### config.mk
export PLATFORM = sky130hd
export DESIGN_NAME = if_fetch_unit
export DESIGN_NICKNAME = d
export VERILOG_FILES = /design/src/rtl/if_fetch_unit.sv
export SDC_FILE = /design/constraint.sdc
export NUM_CORES = 1
export LEC_CHECK = 0
export ABC_AREA = 0
export CAP_MARGIN = 20
export CORE_ASPECT_RATIO = 1.1
export CORE_UTILIZATION = 44
export CTS_CLUSTER_DIAMETER = 100
export DETAILED_ROUTE_END_ITERATION = 6
export PLACE_DENSITY_LB_ADDON = 0.15
export SYNTH_ARGS = -nofsm -noshare
export SYNTH_HDL_FRONTEND = slang
export SYNTH_SLANG_ARGS = --single-unit
### constraint.sdc
create_clock -name clk -period 2.8 [get_ports clk]
set_input_delay 0.56 -clock clk [delete_from_list [all_inputs] [get_ports clk]]
set_output_delay 0.56 -clock clk [all_outputs]
set_load 0.005 [all_outputs]
### src/rtl/if_fetch_unit.sv
// rtl/if_fetch_unit.sv - MIPS IF stage: PC owner, single-outstanding imem fetch, skid-buffered output to IF/ID
module if_fetch_unit #(
    parameter logic [31:0] RESET_PC = 32'h0000_0000
) (
    input  logic        clk,
    input  logic        nrst,
    input  logic        i_stall,
    input  logic        i_redirect,
    input  logic [31:0] i_redirect_target,
    output logic        o_imem_req,
    output logic [31:0] o_imem_addr,
    input  logic        i_imem_ready,
    input  logic        i_imem_rvalid,
    input  logic [31:0] i_imem_rdata,
    output logic        o_valid,
    output logic [31:0] o_ID_data_instruction,
    output logic [31:0] o_EX_data_PCNext
);

    // S_REQ: issuing a fetch; S_WAIT: fetch outstanding; S_FULL: skid holds a word;
    // S_DRAIN: waiting to throw away the response of a fetch made stale by a redirect
    typedef enum logic [1:0] {
        S_REQ   = 2'd0,
        S_WAIT  = 2'd1,
        S_FULL  = 2'd2,
        S_DRAIN = 2'd3
    } state_t;

    localparam logic [31:0] WORD_MASK = 32'hFFFF_FFFC;

    state_t      state;
    state_t      state_nxt;

    logic [31:0] pc;            // address of the next fetch to issue
    logic [31:0] req_pc;        // address of the fetch currently outstanding
    logic [31:0] skid_data;
    logic [31:0] skid_pcnext;
    logic        out_valid;
    logic [31:0] out_instr;
    logic [31:0] out_pcnext;

    logic        slot_free;
    logic        fetch_accept;
    logic        load_mem;
    logic        park_skid;
    logic        load_skid;
    logic        out_load;

    // Decode of the datapath events this cycle (redirect overrides all of them)
    always_comb begin
        slot_free    = !out_valid || !i_stall;
        fetch_accept = (state == S_REQ) && i_imem_ready;
        load_mem     = (state == S_WAIT) && i_imem_rvalid && slot_free;
        park_skid    = (state == S_WAIT) && i_imem_rvalid && !slot_free;
        load_skid    = (state == S_FULL) && !i_stall;
        out_load     = load_mem || load_skid;
    end

    // State register
    always_ff @(posedge clk or negedge nrst) begin
        if (!nrst) begin
            state <= S_REQ;
        end else begin
            state <= state_nxt;
        end
    end

    // Next-state logic; a redirect only enters S_DRAIN when a fetch is still in flight after the edge
    always_comb begin
        state_nxt = state;
        if (i_redirect) begin
            case (state)
                S_REQ:   state_nxt = i_imem_ready  ? S_DRAIN : S_REQ;
                S_WAIT:  state_nxt = i_imem_rvalid ? S_REQ   : S_DRAIN;
                S_FULL:  state_nxt = S_REQ;
                S_DRAIN: state_nxt = i_imem_rvalid ? S_REQ   : S_DRAIN;
                default: state_nxt = S_REQ;
            endcase
        end else begin
            case (state)
                S_REQ:   if (i_imem_ready)  state_nxt = S_WAIT;
                S_WAIT:  if (i_imem_rvalid) state_nxt = slot_free ? S_REQ : S_FULL;
                S_FULL:  if (!i_stall)      state_nxt = S_REQ;
                S_DRAIN: if (i_imem_rvalid) state_nxt = S_REQ;
                default: state_nxt = S_REQ;
            endcase
        end
    end

    // Memory-side outputs; the request is held low for as long as reset is asserted
    always_comb begin
        o_imem_req  = nrst && (state == S_REQ);
        o_imem_addr = pc;
    end

    // PC and outstanding-fetch address tracking
    always_ff @(posedge clk or negedge nrst) begin
        if (!nrst) begin
            pc     <= RESET_PC & WORD_MASK;
            req_pc <= RESET_PC & WORD_MASK;
        end else if (i_redirect) begin
            pc <= i_redirect_target & WORD_MASK;
        end else if (fetch_accept) begin
            req_pc <= pc;
            pc     <= pc + 32'd4;
        end
    end

    // Skid buffer: catches a response that arrives while IF/ID is stalled and full
    always_ff @(posedge clk or negedge nrst) begin
        if (!nrst) begin
            skid_data   <= 32'h0;
            skid_pcnext <= 32'h0;
        end else if (i_redirect || load_skid) begin
            skid_data   <= 32'h0;
            skid_pcnext <= 32'h0;
        end else if (park_skid) begin
            skid_data   <= i_imem_rdata;
            skid_pcnext <= req_pc + 32'd4;
        end
    end

    // IF/ID output slot: load new word, drop a consumed one, or hold under stall
    always_ff @(posedge clk or negedge nrst) begin
        if (!nrst) begin
            out_valid  <= 1'b0;
            out_instr  <= 32'h0;
            out_pcnext <= 32'h0;
        end else if (i_redirect) begin
            out_valid <= 1'b0;
            out_instr <= 32'h0;
        end else if (load_mem) begin
            out_valid  <= 1'b1;
            out_instr  <= i_imem_rdata;
            out_pcnext <= req_pc + 32'd4;
        end else if (load_skid) begin
            out_valid  <= 1'b1;
            out_instr  <= skid_data;
            out_pcnext <= skid_pcnext;
        end else if (!i_stall && !out_load) begin
            out_valid <= 1'b0;
            out_instr <= 32'h0;
        end
    end

    // Presented instruction is a NOP whenever the slot is empty
    always_comb begin
        o_valid               = out_valid;
        o_ID_data_instruction = out_valid ? out_instr : 32'h0;
        o_EX_data_PCNext      = out_pcnext;
    end

endmodule
==> key figures, run 1 <==
Yosys
  – Cell count after synthesis: between 800 and 900
  – Async SR Flop Fraction: 100%
  – Average cell area after synthesis: ~10 um2
  – Commonest cells post-synth: dfrtp_1, nand2_1, o21ai_1, clkbuf_1, and2_1
  – Synth warnings: 0
  – Leading post-synthesis cells by cell area: dfrtp_1, nand2_1, mux2i_1
  – Synth cell types: 54
  – Number of flops mapped to enable cells by yosys: 0
  – Compound-cell area share of the yosys netlist: 13.4%
  – Share of Yosys cell area claimed by the top area cell type: 53.1%
  – Simple-Gate Fraction of Synth Area: between 15 and 20%
  – Most common cell in the synthesized netlist: dfrtp_1
  – Main combinational cell family by area after synthesis: simple AND/OR/NAND/NOR gates
  – Most used DFF post-synth: dfrtp_1
  – Synthesized area: 0.00890 mm2
  – Area share of fa/ha/maj cells after synthesis: 0.281%
  – Synth Area in XOR/XNOR: 5.02%
  – Seq/Total Area, Yosys: 53.1%
  – FF+latch count, synth: 189
  – Post-synthesis mux area share: under 10%
  – Area leader, netlist: dfrtp_1

Final layout
  – Fill cells: between 1500 and 2000
  – Area Overhead vs Synth: 29.7%
  – # nets final: 1111
  – Ratio of cells with drive above 1 in the final layout: 9.89%
  – Layout Cells excl Fill: between 1000 and 1500
  – N_diodes: 0

Setup path
  – Crit path DAT: 2.71 ns
  – Endpoint type of the worst setup path: register
  – R2R Setup Slk: 0.50 ns
  – CP max FO: 38
  – Critical path type: input port to register
  – Depth of the worst register-to-register path: 5
  – Crit start category: input port
  – Worst EP required: 3.11 ns

Detailed routing
  – Wire length per cell: around 17 um
  – Initial DRC Count: 395
  – Final antenna-violating net count: 0
  – DRT Wirelength: 21800 um
  – Routed via count: 6967
  – Via density: approximately 5.3
  – DR pass1 iterations: 5
  – DRC Markers: 0

Place
  – Placer Congestion: just over 0.9
  – Placed Cells: around 1300
  – HPWL Detailed: 14900 um
  – PortBufs: between 150 and 200

Floorplanning
  – Placeable Area: around 0.020 mm2
  – I/O pin count: 168
  – Die ar.: 0.0208 mm2
  – Die Y-Extent: about 150 um
  – Die Width: 138 um
  – Initial Util: about 45%
  – Row cnt: 54

Timing
  – Final slew viol count: 0
  – Final setup fails: 0
  – Final Critical Period: 2.40 ns
  – WHS: 0.284 ns
  – Max transition margin: 37.5%
  – Fin crit share: 85.7%
  – RSZ-0062 raised after global routing: no
  – Hold Vio Cnt, Final: 0
  – Max Clock Skew: 0.0115 ns
  – Worst slew pin tran: 0.935 ns
  – FMAX: between 400 and 500 MHz

Clock network
  – Clk Latency, worst-skew pair: 0.44 ns
  – CTS tree: yes
  – CTS max path bufs: 2
  – Clk root buf: clkbuf_16
  – Clk sink count: 189
  – Post-CTS setup buffer count: 0
  – H-tree lvl count: 4
  – TritonCTS Buffers: 17
  – # resized after CTS: 0
  – Hold_buf cts: 0
  – Clk slew on worst S/H paths: approximately 0.070 ns

Global route
  – GRT Overall Usage: 22.3%
  – First-pass GRT wire length: 35400 um
  – Largest net degree at the start of global routing: 141
  – Vias in the first global route: roughly 6700
  – GRT Residual Overflow: 0
  – Initial antenna violation count: 0

Job
  – Max Cap Viol: 0

Power
  – VDD IR max: between 0.4 and 0.5 mV
  – PwrDens: 730 mW/mm2
  – Leak: 0.00479 uW

Status
  – Result of the run: completed

Min path
  – Worst min-delay path class: input port to asynchronous set/reset pin
==> cells by family (layout without fill, tap and decap cells) <==
family / count (synthesis) / count (layout)
flops: 189 / 189
mux: 62 / 62
xor+xnor: 51 / 51
other cells: 1 / 2
simple gates: 317 / 317
compound gates: 193 / 193
fa+ha+maj: 2 / 2
buf+inv: 72 / 236
==> metrics by stage <==
stage / power, uW / setup TNS [ns] / worst slack (ns) / util, % / instance area [um2]
after floorplan: 4780 / 0 / 0.656 / - / 8900
after global placement: 5870 / -0.160 / -0.0115 / 55.1 / 10900
after detailed placement: 5920 / -0.491 / -0.0398 / 55.1 / 10900
after CTS: 8490 / 0 / 0.404 / 58.3 / 11500
after global routing: 8880 / 0 / 0.277 / 58.3 / 11500
final: 8420 / 0 / 0.400 / 58.3 / 11500
==> critical path: stages <==
cell	delay (ns)
clkdlybuf4s50_1	0.60
a21oi_1	0.11
and2_1	0.21
nor2_4	0.74
buf_4	0.37
o21ai_1	0.10
==> final timing paths <==
| kind | start | end |
|---|---|---|
| worst max-delay path | i_stall | out_instr[6]$_DFFE_PN0P_ |
| worst min-delay path | nrst | skid_pcnext[27]$_DFFE_PN0P_ |
| worst max register to register | state[1]$_DFFE_PN0P_ | out_instr[6]$_DFFE_PN0P_ |
| worst min register to register | skid_pcnext[19]$_DFFE_PN0P_ | skid_pcnext[19]$_DFFE_PN0P_ |
| max in group asynchronous | nrst | req_pc[7]$_DFFE_PN0P_ |
| min in group clk | skid_pcnext[19]$_DFFE_PN0P_ | skid_pcnext[19]$_DFFE_PN0P_ |
==> layer usage <==
layer | vias up | global-route usage [%] | wire [um]
li1 | 3416 | - | -
met1 | 3319 | 31.6 | 10400
met2 | 202 | 34.5 | 9990
met3 | 30 | 4.32 | 1090
met4 | 0 | 6.65 | 346
met5 | - | 0 | 0
==> placed cells by master (no fill, tap or decap), drive strengths merged, types with 3 or more instances in the layout <==
| cell | instances |
|---|---|
| dfrtp | 189 |
| clkdlybuf4s50 | 161 |
| nand2 | 138 |
| o21ai | 106 |
| and2 | 41 |
| nor2 | 40 |
| a22o | 37 |
| xor2 | 36 |
| mux2i | 36 |
| buf | 31 |
| nand3 | 29 |
| mux2 | 26 |
| nand4 | 25 |
| clkbuf | 18 |
| inv | 17 |
| xnor2 | 15 |
| a21oi | 15 |
| nor3 | 9 |
| and3 | 7 |
| o22ai | 7 |
| nor4 | 7 |
| a211oi | 6 |
| o211ai | 5 |
| or2 | 5 |
| a31oi | 4 |
| a21o | 4 |
| clkinv | 4 |
| and4 | 3 |
| o221ai | 3 |
| bufinv | 3 |
==> area by class of cell <==
type                    instances  area, um2  share of cell area, %
clock buffers                  17        425                   3.69
repair buffers                193       1920                   16.6
inverters                      11       41.3                  0.358
well taps                     252        315                   2.73
clock inverters                15        203                   1.76
multi-input cells             627       3910                   33.9
flip-flops and latches        189       4730                   41.0
==> where the power goes <==
part	internal [uW]	switching [uW]	total [uW]
combinational	1130	1010	2140
clock	1440	1110	2550
sequential	3210	523	3730
==> registers in the layout (all words and copies together) (netlist names) <==
| register | cells |
|---|---|
| skid_data | 32 |
| out_instr | 32 |
| o_EX_data_PCNext | 31 |
| o_valid | 1 |
| skid_pcnext | 31 |
| o_imem_addr | 30 |
| req_pc | 30 |
| state | 2 |
(Power assumes the default switching activity.)
==> run 2, diff against run 1 <==
--- a/config.mk
+++ b/config.mk
@@ -8,7 +8,7 @@
 export ABC_AREA = 0
 export CAP_MARGIN = 20
 export CORE_ASPECT_RATIO = 1.1
-export CORE_UTILIZATION = 44
+export CORE_UTILIZATION = 35
 export CTS_CLUSTER_DIAMETER = 100
 export DETAILED_ROUTE_END_ITERATION = 6
 export PLACE_DENSITY_LB_ADDON = 0.15
==> key figures, run 2 (synthesized netlist as in run 1, its figures left out) <==
Clock network
  – CTS tree: yes
  – Clk slew on worst S/H paths: 0.07 ns
  – H-tree lvl count: 4
  – TritonCTS Buffers: 17
  – Clk sink count: 189
  – Hold_buf cts: 0
  – Clk Latency, worst-skew pair: about 0.44 ns
  – Clk root buf: clkbuf_16
  – CTS max path bufs: 2
  – Post-CTS setup buffer count: 0
  – # resized after CTS: 0

Setup path
  – Crit start category: register
  – Critical path type: register to output pin
  – Depth of the worst register-to-register path: 5
  – Crit path DAT: about 1.8 ns
  – RR Startpoint: req_pc[10]$_DFFE_PN0P_
  – CP max FO: 37
  – RR Endpoint: o_EX_data_PCNext[21]$_DFFE_PN0P_
  – R2R Setup Slk: approximately 0.63 ns
  – Endpoint type of the worst setup path: output pin
  – Worst EP required: 2.24 ns

Power
  – PwrDens: about 700 mW/mm2
  – Leak: between 0.004 and 0.005 uW
  – VDD IR max: 0.356 mV

Timing
  – Final total negative setup slack: 0 ns
  – Max Clock Skew: 0.0140 ns
  – Slack of the critical path: ~0.44 ns
  – Final setup fails: 0
  – Final Critical Period: around 2.4 ns
  – FMAX: 423 MHz
  – Final slew viol count: 0
  – Worst slew pin tran: 0.759 ns
  – Fin crit share: 84.4%
  – Max transition margin: 49.4%
  – RSZ-0062 raised after global routing: no
  – Hold Vio Cnt, Final: 0

Floorplanning
  – Placeable Area: 0.0247 mm2
  – Initial Util: 36.0%
  – Die Width: 154 um
  – Die Y-Extent: 169 um
  – I/O pin count: 168
  – Row cnt: 60
  – Die ar.: 0.0261 mm2

Global route
  – GRT Residual Overflow: 0
  – First-pass GRT wire length: about 37000 um
  – Initial antenna violation count: 0
  – GRT Overall Usage: 18.3%
  – Vias in the first global route: 6776
  – Largest net degree at the start of global routing: 108

Detailed routing
  – Wire length per cell: between 15 and 20 um
  – Initial DRC Count: approximately 400
  – DRC Markers: 0
  – Via density: ~5.1
  – Routed via count: 6919
  – DR pass1 iterations: 5
  – Final antenna-violating net count: 0
  – DRT Wirelength: 23100 um

Status
  – Result of the run: completed

Place
  – HPWL Detailed: 15600 um
  – Placement Setup Slack: a little under 0.3 ns
  – Placer Congestion: 0.884
  – PortBufs: 163

Final layout
  – N_diodes: 0
  – # nets final: roughly 1100
  – Area Overhead vs Synth: 30.0%
  – Commonest non-fill, non-tap cell in the layout: dfrtp_1
  – Commonest non-fill, non-tap cells in the layout: dfrtp_1, clkdlybuf4s50_1, nand2_1
  – Biggest regs: out_instr: 32 flops, skid_data: 32 flops
  – FF+latch area: 0.00473 mm2
  – Ratio of cells with drive above 1 in the final layout: 9.46%
  – Area occupied by multi-input gates: 0.00391 mm2
  – Fill cells: between 2000 and 2500

Job
  – Max Cap Viol: 0

Min path
  – Worst min-delay path class: input port to asynchronous set/reset pin
==> run 2: power by group <==
| group | internal, uW | total, uW | switching [uW] |
|---|---|---|---|
| clock | 1280 | 2470 | 1190 |
| combinational | 1130 | 2150 | 1020 |
| sequential | 3210 | 3720 | 517 |
| total | 5620 | 8350 | 2730 |
==> run 2: metrics by stage <==
stage | cells | hold slack, ns | area, um2 | util, % | power, uW
2_1_floorplan | 888 | 0.264 | 8900 | - | 4780
3_3_place_gp | 1325 | 0.458 | 11000 | 44.4 | 5920
3_5_place_dp | 1325 | 0.458 | 11000 | 44.4 | 5950
4_1_cts | 1357 | 0.202 | 11600 | 46.8 | 8440
5_1_grt | 1357 | 0.212 | 11600 | 46.8 | 8820
6_report | 1357 | 0.202 | 11600 | 46.8 | 8350
==> run 2: layer usage <==
| layer | wire length [um] | vias to the layer above | GRT usage [%] |
|---|---|---|---|
| met5 | 0 | - | 0 |
| met4 | 168 | 0 | 4.65 |
| met3 | 982 | 10 | 3.58 |
| met2 | 10600 | 162 | 29.1 |
| met1 | 11300 | 3354 | 25.6 |
| li1 | - | 3393 | - |
==> run 2: cell type report <==
cell class              instances  area share, %
clock buffers                  17           3.68
flip-flops and latches        189           40.9
multi-input cells             627           33.8
inverters                      11          0.357
well taps                     310           3.35
clock inverters                15           1.49
repair buffers                188           16.5
==> run 2: worst max-delay path: stages (launching register included) <==
cell and delay (ns):
dfrtp_1 0.33, buf_4 0.33, and2_1 0.21, clkdlybuf4s50_1 0.50
==> run 2: worst max-delay path by stage <==
stage / slack (ns) / startpoint / to / depth (start not counted)
after global routing: 0.31 / o_valid$_DFFE_PN0P_ / o_ID_data_instruction[2] / 3
after floorplan: 0.66 / i_stall / o_EX_data_PCNext[28]$_DFFE_PN0P_ / 8
after detailed placement: 0.29 / i_stall / out_instr[14]$_DFFE_PN0P_ / 7
final: 0.44 / o_valid$_DFFE_PN0P_ / o_ID_data_instruction[24] / 3
after CTS: 0.37 / o_valid$_DFFE_PN0P_ / o_ID_data_instruction[24] / 3
after global placement: 0.34 / i_stall / o_EX_data_PCNext[28]$_DFFE_PN0P_ / 7
==> run 3, diff against run 2 <==
==> constraint.sdc (replaced) <==
create_clock -name clk -period 2 [get_ports clk]
set_input_delay 0.4 -clock clk [delete_from_list [all_inputs] [get_ports clk]]
set_output_delay 0.4 -clock clk [all_outputs]
set_load 0.005 [all_outputs]
==> key figures, run 3 (synthesized netlist as in run 1, its figures left out) <==
Place
  – PortBufs: 163
  – HPWL Detailed: ~17000 um
  – DP Area: around 0.012 mm2
  – Placer Congestion: 0.831

Detailed routing
  – Initial DRC Count: between 400 and 500
  – DR pass1 iterations: 5
  – Wire length per cell: 16.5 um
  – Via density: 5.00
  – Final antenna-violating net count: 0
  – DRC Markers: 0
  – DRT Wirelength: 23500 um
  – Routed via count: 7112

Final layout
  – Final instance area: 0.0122 mm2
  – Commonest non-fill, non-tap cell in the layout: dfrtp_1
  – FF+latch area: 0.00473 mm2
  – Commonest non-fill, non-tap cells in the layout: dfrtp_1, clkdlybuf4s50_1, nand2_1
  – Area Overhead vs Synth: 37.3%
  – # nets final: 1172
  – Fill cells: approximately 2300
  – Ratio of cells with drive above 1 in the final layout: between 15 and 20%
  – Biggest regs: out_instr: 32 flops, skid_data: 32 flops
  – N_diodes: 0
  – Area occupied by multi-input gates: just under 0.004 mm2

Floorplanning
  – Die Y-Extent: 169 um
  – Row cnt: 60
  – Placeable Area: about 0.025 mm2
  – I/O pin count: between 150 and 200
  – Initial Util: 36.0%
  – Die Width: 154 um
  – Die ar.: 0.0261 mm2

Clock network
  – Clk Latency, worst-skew pair: 0.43 ns
  – Clk sink count: 189
  – Clk root buf: clkbuf_16
  – TritonCTS Buffers: 17
  – CTS max path bufs: 2
  – Clk slew on worst S/H paths: 0.07 ns
  – CTS tree: yes
  – Hold_buf cts: 0
  – H-tree lvl count: 4

Global route
  – GRT Overall Usage: 18.7%
  – GRT Residual Overflow: 0
  – Initial antenna violation count: 0
  – Largest net degree at the start of global routing: between 80 and 90
  – First-pass GRT wire length: ~38000 um
  – Vias in the first global route: approximately 7000

Timing
  – FMAX: about 480 MHz
  – Max transition margin: 63.6%
  – RSZ-0062 raised after global routing: yes
  – WHS: roughly 0.046 ns
  – Hold Vio Cnt, Final: 0
  – Final total negative setup slack: -0.554 ns
  – Fin crit share: 104%
  – Final setup fails: 13
  – Final slew viol count: 0
  – Final Critical Period: 2.08 ns
  – Slack of the critical path: -0.0784 ns
  – Worst slew pin tran: roughly 0.55 ns
  – Max Clock Skew: 0.0102 ns

Power
  – PwrDens: 990 mW/mm2
  – Leak: 0.00534 uW
  – VDD IR max: 0.494 mV
  – Pwr Total: about 12000 uW

Job
  – Max Cap Viol: 0

Status
  – Failing checks: setup timing
  – Result of the run: finished, violations left

Setup path
  – CP max FO: 32
  – Crit path DAT: 1.68 ns
  – Crit-path cells: buf_12 > and2_1 > clkdlybuf4s50_1
  – Crit path largest cell delay: 0.51 ns
  – Endpoint type of the worst setup path: output pin
  – CP max stage cell: clkdlybuf4s50_1
  – Crit start category: register
  – Worst EP required: 1.60 ns
  – Critical path type: register to output pin

Min path
  – Worst min-delay path class: input port to asynchronous set/reset pin
-- run 3: changes by cell type in the layout (fill, tap and decap cells not counted), moves of 3 or more --
cell             delta
dlymetal6s2s_1      +8
clkdlybuf4s50_1    -21
dfrtp_1             -3
nor4_1              -3
nor4_2              +3
dfrtp_2             +3
buf_4              +56
dlygate4sd2_1      +13
buf_12             +10
-- run 3: stage by stage --
stage                     utilization, %  setup WS, ns  instances
after floorplan                        -        0.0163        888
after global placement              46.9        -0.187       1389
after detailed placement            46.9        -0.180       1389
after CTS                           49.3        -0.114       1423
after global routing                49.5        -0.154       1423
final                               49.5       -0.0784       1423
-- run 3: cell type report --
type / instances / area share [%]
inverters: 11 / 0.338
multi-input cells: 627 / 32.2
clock inverters: 15 / 1.38
well taps: 310 / 3.17
repair buffers: 254 / 20.7
flip-flops and latches: 189 / 38.7
clock buffers: 17 / 3.48
-- run 3: routing by layer --
| layer | GRT usage [%] | share of wire [%] | vias to the layer above |
|---|---|---|---|
| li1 | - | - | 3529 |
| met1 | 26.4 | 49 | 3377 |
| met2 | 28.8 | 45 | 179 |
| met3 | 3.93 | 4.6 | 27 |
| met4 | 5.96 | 1.7 | 0 |
| met5 | 0 | 0 | - |
-- run 3: critical path: cells and delay by family, from the launching register on --
| family | cells | cell delay [ns] |
|---|---|---|
| buffers and inverters | 2 | 0.68 |
| AND/OR/NAND/NOR | 1 | 0.16 |
| flip-flops | 1 | 0.39 |
-- run 3: power by group --
group / internal, uW / leakage, uW / switching (uW)
logic: 1920 / 0.00256 / 1660
clock network: 1790 / 0.000290 / 1650
registers: 4490 / 0.00249 / 596
total: 8200 / 0.00534 / 3900
-- run 3: final timing paths --
kind | startpoint | to | slack [ns] | cells past startpoint
max | o_valid$_DFFE_PN0P_ | o_ID_data_instruction[19] | -0.08 | 3
min in group clk | i_redirect | o_valid$_DFFE_PN0P_ | 0.33 | 3
min | nrst | skid_pcnext[11]$_DFFE_PN0P_ | 0.05 | 2
min reg2reg | out_instr[6]$_DFFE_PN0P_ | out_instr[6]$_DFFE_PN0P_ | 0.48 | 2
max in group asynchronous | nrst | req_pc[9]$_DFFE_PN0P_ | 1.15 | 3
max reg2reg | req_pc[16]$_DFFE_PN0P_ | o_EX_data_PCNext[23]$_DFFE_PN0P_ | 0.06 | 5
-- run 3: timing repair --
item                       CTS  global route
setup buffers                2             0
setup endpoints to repair   33            33
resized for setup           14            15
pin swaps                    1             1
